===== src/rtl/cpu_types_pkg.sv =====
// ============================================================================
// cpu_types_pkg
// Shared CPU datapath types: data word and atomic request unit states.
// Revision: 1.0
// ============================================================================
`default_nettype none

package cpu_types_pkg;

    typedef logic [31:0] word_t;
    typedef logic [29:0] waddr_t;

    localparam word_t SC_PASS = 32'h0000_0001;
    localparam word_t SC_FAIL_VAL = 32'h0000_0000;

    typedef enum logic [1:0] {
        IDLE    = 2'd0,
        RD      = 2'd1,
        WR      = 2'd2,
        SC_FAIL = 2'd3
    } req_state_t;

endpackage

`default_nettype wire


===== src/rtl/link_register.sv =====
// ============================================================================
// link_register
// LL/SC reservation: word address plus valid bit, cleared by SC, matching
// stores and matching remote-write snoops.
// Revision: 1.0
// ============================================================================
`default_nettype none

module link_register
    import cpu_types_pkg::*;
(
    input  logic   clk,
    input  logic   rst,
    input  logic   set,
    input  waddr_t set_addr,
    input  logic   clr,
    input  logic   store_chk,
    input  waddr_t store_addr,
    input  logic   snoop_valid,
    input  waddr_t snoop_addr,
    input  waddr_t chk_addr,
    output logic   link_hit
);

    logic   r_valid;
    waddr_t r_addr;

    always_ff @(posedge clk or posedge rst) begin
        if (rst) begin
            r_valid <= 1'b0;
            r_addr  <= '0;
        end else if (set) begin
            // A snoop to the word being linked this cycle kills the new link
            r_addr  <= set_addr;
            r_valid <= !(snoop_valid && (snoop_addr == set_addr));
        end else if (clr ||
                     (store_chk && (store_addr == r_addr)) ||
                     (snoop_valid && (snoop_addr == r_addr))) begin
            r_valid <= 1'b0;
        end
    end

    assign link_hit = r_valid && (chk_addr == r_addr);

endmodule

`default_nettype wire


===== src/rtl/atomic_request_unit.sv =====
// ============================================================================
// atomic_request_unit
// Data-side request sequencer for loads, stores and LL/SC atomics.
// Revision: 1.0
// ============================================================================
`default_nettype none

module atomic_request_unit
    import cpu_types_pkg::*;
(
    input  logic  CLK,
    input  logic  nRST,
    input  logic  dREN_in,
    input  logic  dWEN_in,
    input  logic  datomic_in,
    input  logic  ihit,
    input  word_t daddr_in,
    input  word_t dstore_in,
    output logic  dmemREN,
    output logic  dmemWEN,
    output word_t dmemaddr,
    output word_t dmemstore,
    input  logic  dhit,
    input  word_t dmemload,
    input  logic  snoop_valid,
    input  word_t snoop_addr,
    output logic  busy,
    output logic  ddone,
    output word_t dload
);

    req_state_t r_state;
    req_state_t w_next_state;

    logic  w_accept;
    logic  w_rd_done;
    logic  w_wr_done;
    logic  w_sc_fail;
    logic  w_link_hit;
    logic  w_unused;

    word_t r_addr;
    word_t r_store;
    logic  r_atomic;
    logic  r_ddone;
    word_t r_dload;

    always_ff @(posedge CLK or posedge nRST) begin
        if (nRST) begin
            r_state <= IDLE;
        end else begin
            r_state <= w_next_state;
        end
    end

    always_comb begin
        w_next_state = r_state;
        w_accept     = 1'b0;
        w_rd_done    = 1'b0;
        w_wr_done    = 1'b0;
        w_sc_fail    = 1'b0;
        case (r_state)
            IDLE: begin
                // Read has priority when both decode flags are set
                if (ihit && dREN_in) begin
                    w_accept     = 1'b1;
                    w_next_state = RD;
                end else if (ihit && dWEN_in) begin
                    w_accept     = 1'b1;
                    w_next_state = (!datomic_in || w_link_hit) ? WR : SC_FAIL;
                end
            end
            RD: begin
                if (dhit) begin
                    w_rd_done    = 1'b1;
                    w_next_state = IDLE;
                end
            end
            WR: begin
                if (dhit) begin
                    w_wr_done    = 1'b1;
                    w_next_state = IDLE;
                end
            end
            SC_FAIL: begin
                w_sc_fail    = 1'b1;
                w_next_state = IDLE;
            end
            default: w_next_state = IDLE;
        endcase
    end

    always_ff @(posedge CLK or posedge nRST) begin
        if (nRST) begin
            r_addr   <= '0;
            r_store  <= '0;
            r_atomic <= 1'b0;
            r_ddone  <= 1'b0;
            r_dload  <= '0;
        end else begin
            r_ddone <= w_rd_done || w_wr_done || w_sc_fail;
            if (w_accept) begin
                r_addr   <= daddr_in;
                r_store  <= dstore_in;
                r_atomic <= datomic_in;
            end
            if (w_rd_done) begin
                r_dload <= dmemload;
            end else if (w_wr_done && r_atomic) begin
                r_dload <= SC_PASS;
            end else if (w_sc_fail) begin
                r_dload <= SC_FAIL_VAL;
            end
        end
    end

    link_register u_link (
        .clk         (CLK),
        .rst         (nRST),
        .set         (w_rd_done && r_atomic),
        .set_addr    (r_addr[31:2]),
        .clr         (w_wr_done && r_atomic),
        .store_chk   (w_wr_done && !r_atomic),
        .store_addr  (r_addr[31:2]),
        .snoop_valid (snoop_valid),
        .snoop_addr  (snoop_addr[31:2]),
        .chk_addr    (daddr_in[31:2]),
        .link_hit    (w_link_hit)
    );

    assign w_unused  = &{1'b0, snoop_addr[1:0]};

    assign dmemREN   = (r_state == RD);
    assign dmemWEN   = (r_state == WR);
    assign dmemaddr  = r_addr;
    assign dmemstore = r_store;
    assign ddone     = r_ddone;
    assign dload     = r_dload;
    assign busy      = (r_state != IDLE) || (ihit && (dREN_in || dWEN_in));

endmodule

`default_nettype wire


===== config.mk =====
export PLATFORM = sky130hd
export DESIGN_NAME = atomic_request_unit
export DESIGN_NICKNAME = d
export VERILOG_FILES = /design/src/rtl/cpu_types_pkg.sv /design/src/rtl/link_register.sv /design/src/rtl/atomic_request_unit.sv
export SDC_FILE = /design/constraint.sdc
export NUM_CORES = 1
export LEC_CHECK = 0
export ABC_AREA = 1
export ABC_CLOCK_PERIOD_IN_PS = 12290
export BUFFER_PORTS_ARGS = -buffer_cell sky130_fd_sc_hd__buf_2
export CELL_PAD_IN_SITES_DETAIL_PLACEMENT = 2
export CELL_PAD_IN_SITES_GLOBAL_PLACEMENT = 2
export CORE_UTILIZATION = 23
export CTS_CLUSTER_SIZE = 16
export DETAILED_ROUTE_END_ITERATION = 8
export PLACE_DENSITY_LB_ADDON = 0.1
export SLEW_MARGIN = 25
export SYNTH_ARGS = -nofsm -noshare
export SYNTH_HDL_FRONTEND = slang
export SYNTH_SLANG_ARGS = --single-unit

===== constraint.sdc =====
create_clock -name CLK -period 12.29 [get_ports CLK]
set_clock_uncertainty 0.1 [all_clocks]
set_input_delay 3.687 -clock CLK [delete_from_list [all_inputs] [get_ports CLK]]
set_output_delay 3.687 -clock CLK [all_outputs]
set_load 0.02 [all_outputs]

==> Implementation_results.wiki, run 1 <==
{| class="wikitable"
! Metric !! Value
|-
| Average footprint of a synthesized cell || 8.42 um2
|-
| First-pass DRT Iterations || 4
|-
| Count of mapped cells out of synthesis || about 810
|-
| Initial core utilization || 0.235
|-
| Largest net degree at the start of global routing || between 80 and 90
|-
| Post CTS Setup Buffer Count || 0
|-
| # nets final || 1,182
|-
| Share of cells above drive strength 1 || 0.307
|-
| Final number of hold-violating endpoints || 0
|-
| Area grow syn2layout || 31.0%
|-
| Cts hold-fix bufs || 0
|-
| Outcome || finished, final reports clean
|-
| Required @ worst endpoint || 8500 ps
|-
| Kind of start point of the critical path || primary input
|-
| Combinational family with the most area after synthesis || simple AND/OR/NAND/NOR gates
|-
| Total of warnings raised by yosys || 0
|-
| Number of global-route vias before repair || 6,960
|-
| Non-Filler Cell Area, Final || between 8000 and 9000 um2
|-
| Gate family responsible for the most delay along the worst path || buffers and inverters
|-
| Antenna viol nets, final || 0
|-
| Unrepaired setup endpoints after global routing || no
|-
| Via count of the routed design || 6,346
|-
| Clock insertion delay at the later pin of the skew report || 430 ps
|-
| Clock H-tree levels || 4
|-
| Overall Power || 2.39 mW
|-
| Synthesized flop and latch total || 131
|-
| Pre-CTS setup slack || 4210 ps
|-
| Total setup violations reported at the end of the flow || 0
|-
| X dimension of the die || about 170 um
|-
| Port Buffers || ~230
|-
| GR Overflow Total || 0
|-
| Library cell appearing most often on the critical path || buf_2
|-
| Parity-gate share of the synthesized area counting xor and xnor cells || 0.0566
|-
| Final worst path period need || 8080 ps
|-
| Max stage delay cell, worst path || o21ai_1
|-
| Multiplexer share of the synthesized area || 0.0645
|-
| Peak VDD IR || 0.0850 mV
|-
| Max stage delay on crit path || 210 ps
|-
| Areal power density over the cells || 268 nW/um2
|-
| Relative slew margins || 0.446
|-
| Worst-path cell chain || buf_2 > o21ai_1 > nand2_1 > buf_2
|-
| Highest net fanout along the worst path || 2
|-
| Maximum buffer depth of the clock tree || 2
|-
| Number of unique standard cell types used by synthesis || 30
|-
| Wire length per cell after detailed routing || roughly 18 um
|-
| Number of enable flip-flop cells after synthesis || 0
|-
| Number of placed I/O pins || 236
|-
| Maximum Capacitance Violations || 0
|-
| 1st-iter DRT viols || 237
|-
| Tightest Pin Transition || 830 ps
|-
| Most instantiated flip-flop cell in the synthesis netlist || dfrtp_1
|-
| Initial antenna violation count || 3
|-
| Sum of negative setup slack || 0 ps
|-
| Total core area || around 29,000 um2
|-
| DP Wirelength || ~20,000 um
|-
| Leakage component of the power || 4.62 nW
|-
| Proportion of synthesized chip area in sequential cells || 0.481
|-
| Net count after synthesis || 950
|-
| Area fraction in and, or, nand and nor cells after synthesis || 0.203
|-
| CTS tree || yes
|-
| Slew Limit Fails || 0
|-
| Number of placement rows || 62
|-
| Clock-pin transition on the worst setup and hold timing paths || 60 ps
|-
| Cell area after placement || about 8400 um2
|-
| Share of the cycle needed by the critical path after routing || 0.657
|-
| Overall die height || 174 um
|-
| Root Buffer || clkbuf_16
|-
| Asr flop ratio synth || 1.00
|-
| Arrival time reported for the critical path endpoint || 4290 ps
|-
| Post-Syn Area || 6810 um2
|-
| Total DRC errors in the routed layout || 0
|-
| Critical path buffers and inverters || 2
|-
| Worst setup slack after layout || 4210 ps
|-
| TritonCTS buffer count || 17
|-
| Total of cells resized after clock tree synthesis || 0
|-
| Max Clock Freq || 124 MHz
|-
| Hold WC Path Type || flip-flop to flip-flop
|-
| Overall fraction of global-route tracks in use || 0.178
|-
| Number of clock sinks seen by CTS || roughly 130
|-
| Die area || between 30,000 and 40,000 um2
|-
| Critical Path Sink Type || output pin
|-
| Mean number of vias per cell || 4.41
|-
| Post-synthesis compound-gate area fraction || 0.106
|-
| Adder and majority cell fraction of the synthesized area || 0.00918
|-
| Final weighted congestion in routability-driven placement || 0.783
|-
| First-pass GRT wire length || 40,700 um
|-
| Total Wirelength || 26,100 um
|-
| Type of the setup path with the least slack || primary input to output pin
|}
[path summary, 6_finish.rpt]
path,startpoint,end,slack (ps),cells after the start
max in group asynchronous,nRST,u_link.r_addr[12]$_DFFE_PP0P_,7560,3
max reg2reg,r_state[1]$_DFFE_PP0P_,u_link.r_addr[6]$_DFFE_PP0P_,9660,7
min in group asynchronous,nRST,dload[26]$_DFFE_PP0P_,3340,2
min reg2reg,dmemstore[4]$_DFFE_PP0P_,dmemstore[4]$_DFFE_PP0P_,400,1
min,dmemstore[4]$_DFFE_PP0P_,dmemstore[4]$_DFFE_PP0P_,400,1
max,dREN_in,busy,4210,4
[synth_stat cells (2+ instances only)]
cell type,number,share of area
nand2_1,267,0.15
dfrtp_1,131,0.48
inv_1,90,0.050
nor2_1,54,0.030
o21ai_0,51,0.037
mux2_2,37,0.061
a32o_1,31,0.046
xnor2_1,27,0.035
xor2_1,17,0.022
inv_2,14,0.0077
buf_2,12,0.0088
nand4_1,10,0.0092
a21oi_1,8,0.0059
nand3_1,8,0.0059
o21ai_1,8,0.0059
nor3_1,6,0.0044
clkinv_1,5,0.0028
ha_1,5,0.0092
buf_6,4,0.0066
clkbuf_1,4,0.0022
o2111ai_1,4,0.0051
o22ai_1,4,0.0037
buf_1,2,0.0011
mux2_1,2,0.0033
nand2_4,2,0.0033
nor2_2,2,0.0018
[metal layers]
metal,vias up,wire (um),GRT usage,share of wire
li1,3052,-,-,-
met1,3127,12000,0.232,0.46
met2,145,12300,0.294,0.47
met3,20,1380,0.0402,0.053
met4,2,316,0.0479,0.012
met5,-,14,0,0.00054
[kinds of logic (layout without fill, tap and decap cells)]
family | Yosys count | after routing
AOI/OAI and AO/OA | 108 | 108
xor gates and xnor gates | 44 | 44
adders and majority gates | 5 | 5
buffers and inverters | 132 | 377
DFF | 131 | 131
muxes | 39 | 39
other | 0 | 2
and+or+nand+nor | 350 | 350
[state kept, by name, indices dropped and copies added (netlist names)]
register        flops
dload              32
ddone               1
u_link.r_addr      30
u_link.r_valid      1
r_state             2
dmemstore          32
dmemaddr           32
r_atomic            1
[layout make-up]
class	instances	area (um2)
Inverter	109	414
Clock buffer	18	429
Antenna cell	2	5.00
Timing Repair Buffer	236	1190
Multi-Input combinational cell	546	2990
Tap cell	384	480
Clock inverter	14	141
Sequential cell	131	3280
Fill cell	3408	20000
[worst reg2reg max path, delay by kind of cell (launching register included)]
kind,cells,cell delay (ps)
simple gates,2,570
buf+inv,3,1080
flops,1,400
compound gates,1,140
fa+ha+maj,1,220
[per-stage QoR]
step           cells   util  hold WS (ps)
2_1_floorplan    809      -           404
3_3_place_gp    1406  0.289           371
3_5_place_dp    1406  0.289           384
4_1_cts         1438  0.308           401
5_1_grt         1439  0.308           423
6_report        1440  0.309           398
[placed cells by master, fill, tap and decap left out, drive strengths merged, types with 2 or more instances in the layout]
| master | instances |
|---|---|
| ha | 5 |
| o21ai | 59 |
| o2111ai | 4 |
| nand2 | 269 |
| diode | 2 |
| xor2 | 17 |
| xnor2 | 27 |
| dfrtp | 131 |
| buf | 236 |
| clkinv | 7 |
| a32o | 31 |
| o22ai | 4 |
| nand3 | 9 |
| nor2 | 56 |
| inv | 111 |
| nor3 | 6 |
| a21oi | 8 |
| clkbuf | 18 |
| mux2 | 39 |
| clkinvlp | 4 |
| nand4 | 10 |
[where the power goes]
group          leakage (nW)  total, mW  switching, mW  internal, mW
Clock                 0.267      0.510          0.226         0.284
Combinational          2.73       1.05          0.656         0.397
Sequential             1.62      0.824          0.194         0.630
Note: power is estimated with default switching activity, not from simulation.
==> inputs of run 2 (changes only) <==
--- a/config.mk
+++ b/config.mk
@@ -6,7 +6,7 @@
 export NUM_CORES = 1
 export LEC_CHECK = 0
 export ABC_AREA = 1
-export ABC_CLOCK_PERIOD_IN_PS = 12290
+export ABC_CLOCK_PERIOD_IN_PS = 7230
 export BUFFER_PORTS_ARGS = -buffer_cell sky130_fd_sc_hd__buf_2
 export CELL_PAD_IN_SITES_DETAIL_PLACEMENT = 2
 export CELL_PAD_IN_SITES_GLOBAL_PLACEMENT = 2
==> constraint.sdc (replaced) <==
create_clock -name CLK -period 7.23 [get_ports CLK]
set_clock_uncertainty 0.1 [all_clocks]
set_input_delay 2.169 -clock CLK [delete_from_list [all_inputs] [get_ports CLK]]
set_output_delay 2.169 -clock CLK [all_outputs]
set_load 0.02 [all_outputs]
==> Implementation_results.wiki, run 2 (synthesized netlist as in run 1, its figures left out) <==
{| class="wikitable"
! Metric !! Value
|-
| Outcome || finished, final reports clean (unchanged)
|-
| Required @ worst endpoint || 4960 ps (was 8500 ps)
|-
| CTS tree || yes (unchanged)
|-
| Arrival time reported for the critical path endpoint || 2770 ps (was 4290 ps)
|-
| Max Clock Freq || 198 MHz
|-
| Sum of negative setup slack || 0 ps (unchanged)
|-
| R2r setup slk || 4600 ps (was 9660 ps)
|-
| Leakage component of the power || 4.63 nW (was 4.62 nW)
|-
| Reg-to-Reg End || u_link.r_addr[24]$_DFFE_PP0P_ (was u_link.r_addr[6]$_DFFE_PP0P_)
|-
| 1st-iter DRT viols || 207 (was 237)
|-
| Clock insertion delay at the later pin of the skew report || 430 ps (about the same)
|-
| Clock H-tree levels || 4 (unchanged)
|-
| Total of cells resized after clock tree synthesis || 0 (unchanged)
|-
| Total setup violations reported at the end of the flow || 0 (unchanged)
|-
| Kind of start point of the critical path || primary input (unchanged)
|-
| Top library cells by usage in the layout, fill and taps aside || 267 x nand2_1, 233 x buf_2, 131 x dfrtp_1 (unchanged)
|-
| Mean number of vias per cell || 4.41 (about the same)
|-
| # nets final || 1,182 (unchanged)
|-
| Multi-input gate area in the final layout || 2990 um2 (unchanged)
|-
| Final worst path period need || 5040 ps
|-
| Unrepaired setup endpoints after global routing || no (unchanged)
|-
| Total core area || 28,900 um2 (unchanged)
|-
| Antenna viol nets, final || 0 (unchanged)
|-
| Slew Limit Fails || 0 (unchanged)
|-
| Post CTS Setup Buffer Count || 0 (unchanged)
|-
| Area grow syn2layout || 31.0% (unchanged)
|-
| Die area || 30,300 um2 (unchanged)
|-
| Maximum Capacitance Violations || 0 (unchanged)
|-
| TritonCTS buffer count || 17 (unchanged)
|-
| First-pass DRT Iterations || 4 (unchanged)
|-
| Tightest Pin Transition || 793 ps (was 830 ps)
|-
| Total Wirelength || 26,200 um (was 26,100 um)
|-
| Highest net fanout along the worst path || 2 (unchanged)
|-
| Critical Path Sink Type || output pin (unchanged)
|-
| Cts hold-fix bufs || 0 (unchanged)
|-
| Critical path capture point || busy (unchanged)
|-
| Fill count || 3,373 (was 3,408)
|-
| Maximum buffer depth of the clock tree || 2 (unchanged)
|-
| Areal power density over the cells || 454 nW/um2 (was 268 nW/um2)
|-
| Wire length per cell after detailed routing || 18.2 um (was 18.1 um)
|-
| DP Wirelength || 19,900 um (about the same)
|-
| Most frequent standard cell in the layout excluding fill and tap cells || nand2_1 (unchanged)
|-
| Overall Power || 4.05 mW (was 2.39 mW)
|-
| Final number of hold-violating endpoints || 0 (unchanged)
|-
| Number of global-route vias before repair || 7,034 (was 6,960)
|-
| Hold WC Path Type || flip-flop to flip-flop (unchanged)
|-
| Largest net degree at the start of global routing || 100 (was 83)
|-
| Total DRC errors in the routed layout || 0 (unchanged)
|-
| Origin of the critical flop-to-flop path || r_state[1]$_DFFE_PP0P_ (unchanged)
|-
| Relative slew margins || 0.471 (was 0.446)
|-
| Port Buffers || 233 (unchanged)
|-
| Setup crit start || dREN_in (unchanged)
|-
| Initial antenna violation count || 2 (was 3)
|-
| Overall fraction of global-route tracks in use || 0.179 (was 0.178)
|-
| X dimension of the die || 174 um (unchanged)
|-
| Root Buffer || clkbuf_16 (unchanged)
|-
| Initial core utilization || 0.235 (unchanged)
|-
| Number of placed I/O pins || 236 (unchanged)
|-
| Register area || 3280 um2 (unchanged)
|-
| Number of clock sinks seen by CTS || 131 (unchanged)
|-
| Final weighted congestion in routability-driven placement || 0.791 (was 0.783)
|-
| Via count of the routed design || 6,356 (was 6,346)
|-
| Share of cells above drive strength 1 || 0.308 (was 0.307)
|-
| Overall die height || 174 um (unchanged)
|-
| Peak VDD IR || 0.183 mV (was 0.0850 mV)
|-
| Type of the setup path with the least slack || primary input to output pin (unchanged)
|-
| GR Overflow Total || 0 (unchanged)
|-
| Share of the cycle needed by the critical path after routing || 0.698
|-
| First-pass GRT wire length || 40,900 um (was 40,700 um)
|-
| Number of placement rows || 62 (unchanged)
|-
| Clock-pin transition on the worst setup and hold timing paths || 70 ps (was 60 ps)
|-
| Reg2Reg Depth || 8 (was 7)
|}
## run 2: stage by stage
step	instance area (um2)	utilization	setup slack (ps)	std cells	hold WS (ps)
floorplan	6810	-	1460	809	404
global placement	8350	0.289	2190	1406	371
detailed placement	8350	0.289	2180	1406	380
CTS	8920	0.308	2180	1438	397
global route	8920	0.308	2140	1438	410
finish	8930	0.309	2190	1440	394
## run 2: worst min-delay path by stage
stage | from | to | cells past startpoint
2_1_floorplan | r_state[0]$_DFFE_PP0P_ | r_state[0]$_DFFE_PP0P_ | 2
3_3_place_gp | dmemstore[0]$_DFFE_PP0P_ | dmemstore[0]$_DFFE_PP0P_ | 1
4_1_cts | dmemstore[0]$_DFFE_PP0P_ | dmemstore[0]$_DFFE_PP0P_ | 1
6_report | dmemstore[0]$_DFFE_PP0P_ | dmemstore[0]$_DFFE_PP0P_ | 1
5_1_grt | dmemstore[31]$_DFFE_PP0P_ | dmemstore[31]$_DFFE_PP0P_ | 1
3_5_place_dp | dmemstore[0]$_DFFE_PP0P_ | dmemstore[0]$_DFFE_PP0P_ | 1
## run 2: power by group
group | internal [mW] | switching, mW
clock network | 0.456 | 0.409
logic | 0.675 | 1.11
registers | 1.07 | 0.334
## run 2: layout make-up
class                      count  share of cell area
timing repair buffer         236               0.133
clock inverter                15              0.0160
tap                          384              0.0538
sequential                   131               0.367
multi-input combinational    546               0.335
antenna                        2            0.000561
inverter                     109              0.0467
clock buffer                  17              0.0477
## run 2: worst max-delay path: stages
cell and delay (ps):
buf_2 100, o21ai_1 220, nand2_1 110, buf_2 180
## run 2: routing by layer
| metal | routed length [um] | track usage | share of wire |
|---|---|---|---|
| met4 | 224 | 0.0395 | 0.0085 |
| met5 | 13 | 0 | 0.00050 |
| met1 | 12300 | 0.232 | 0.47 |
| met3 | 1200 | 0.0442 | 0.046 |
| met2 | 12500 | 0.300 | 0.48 |
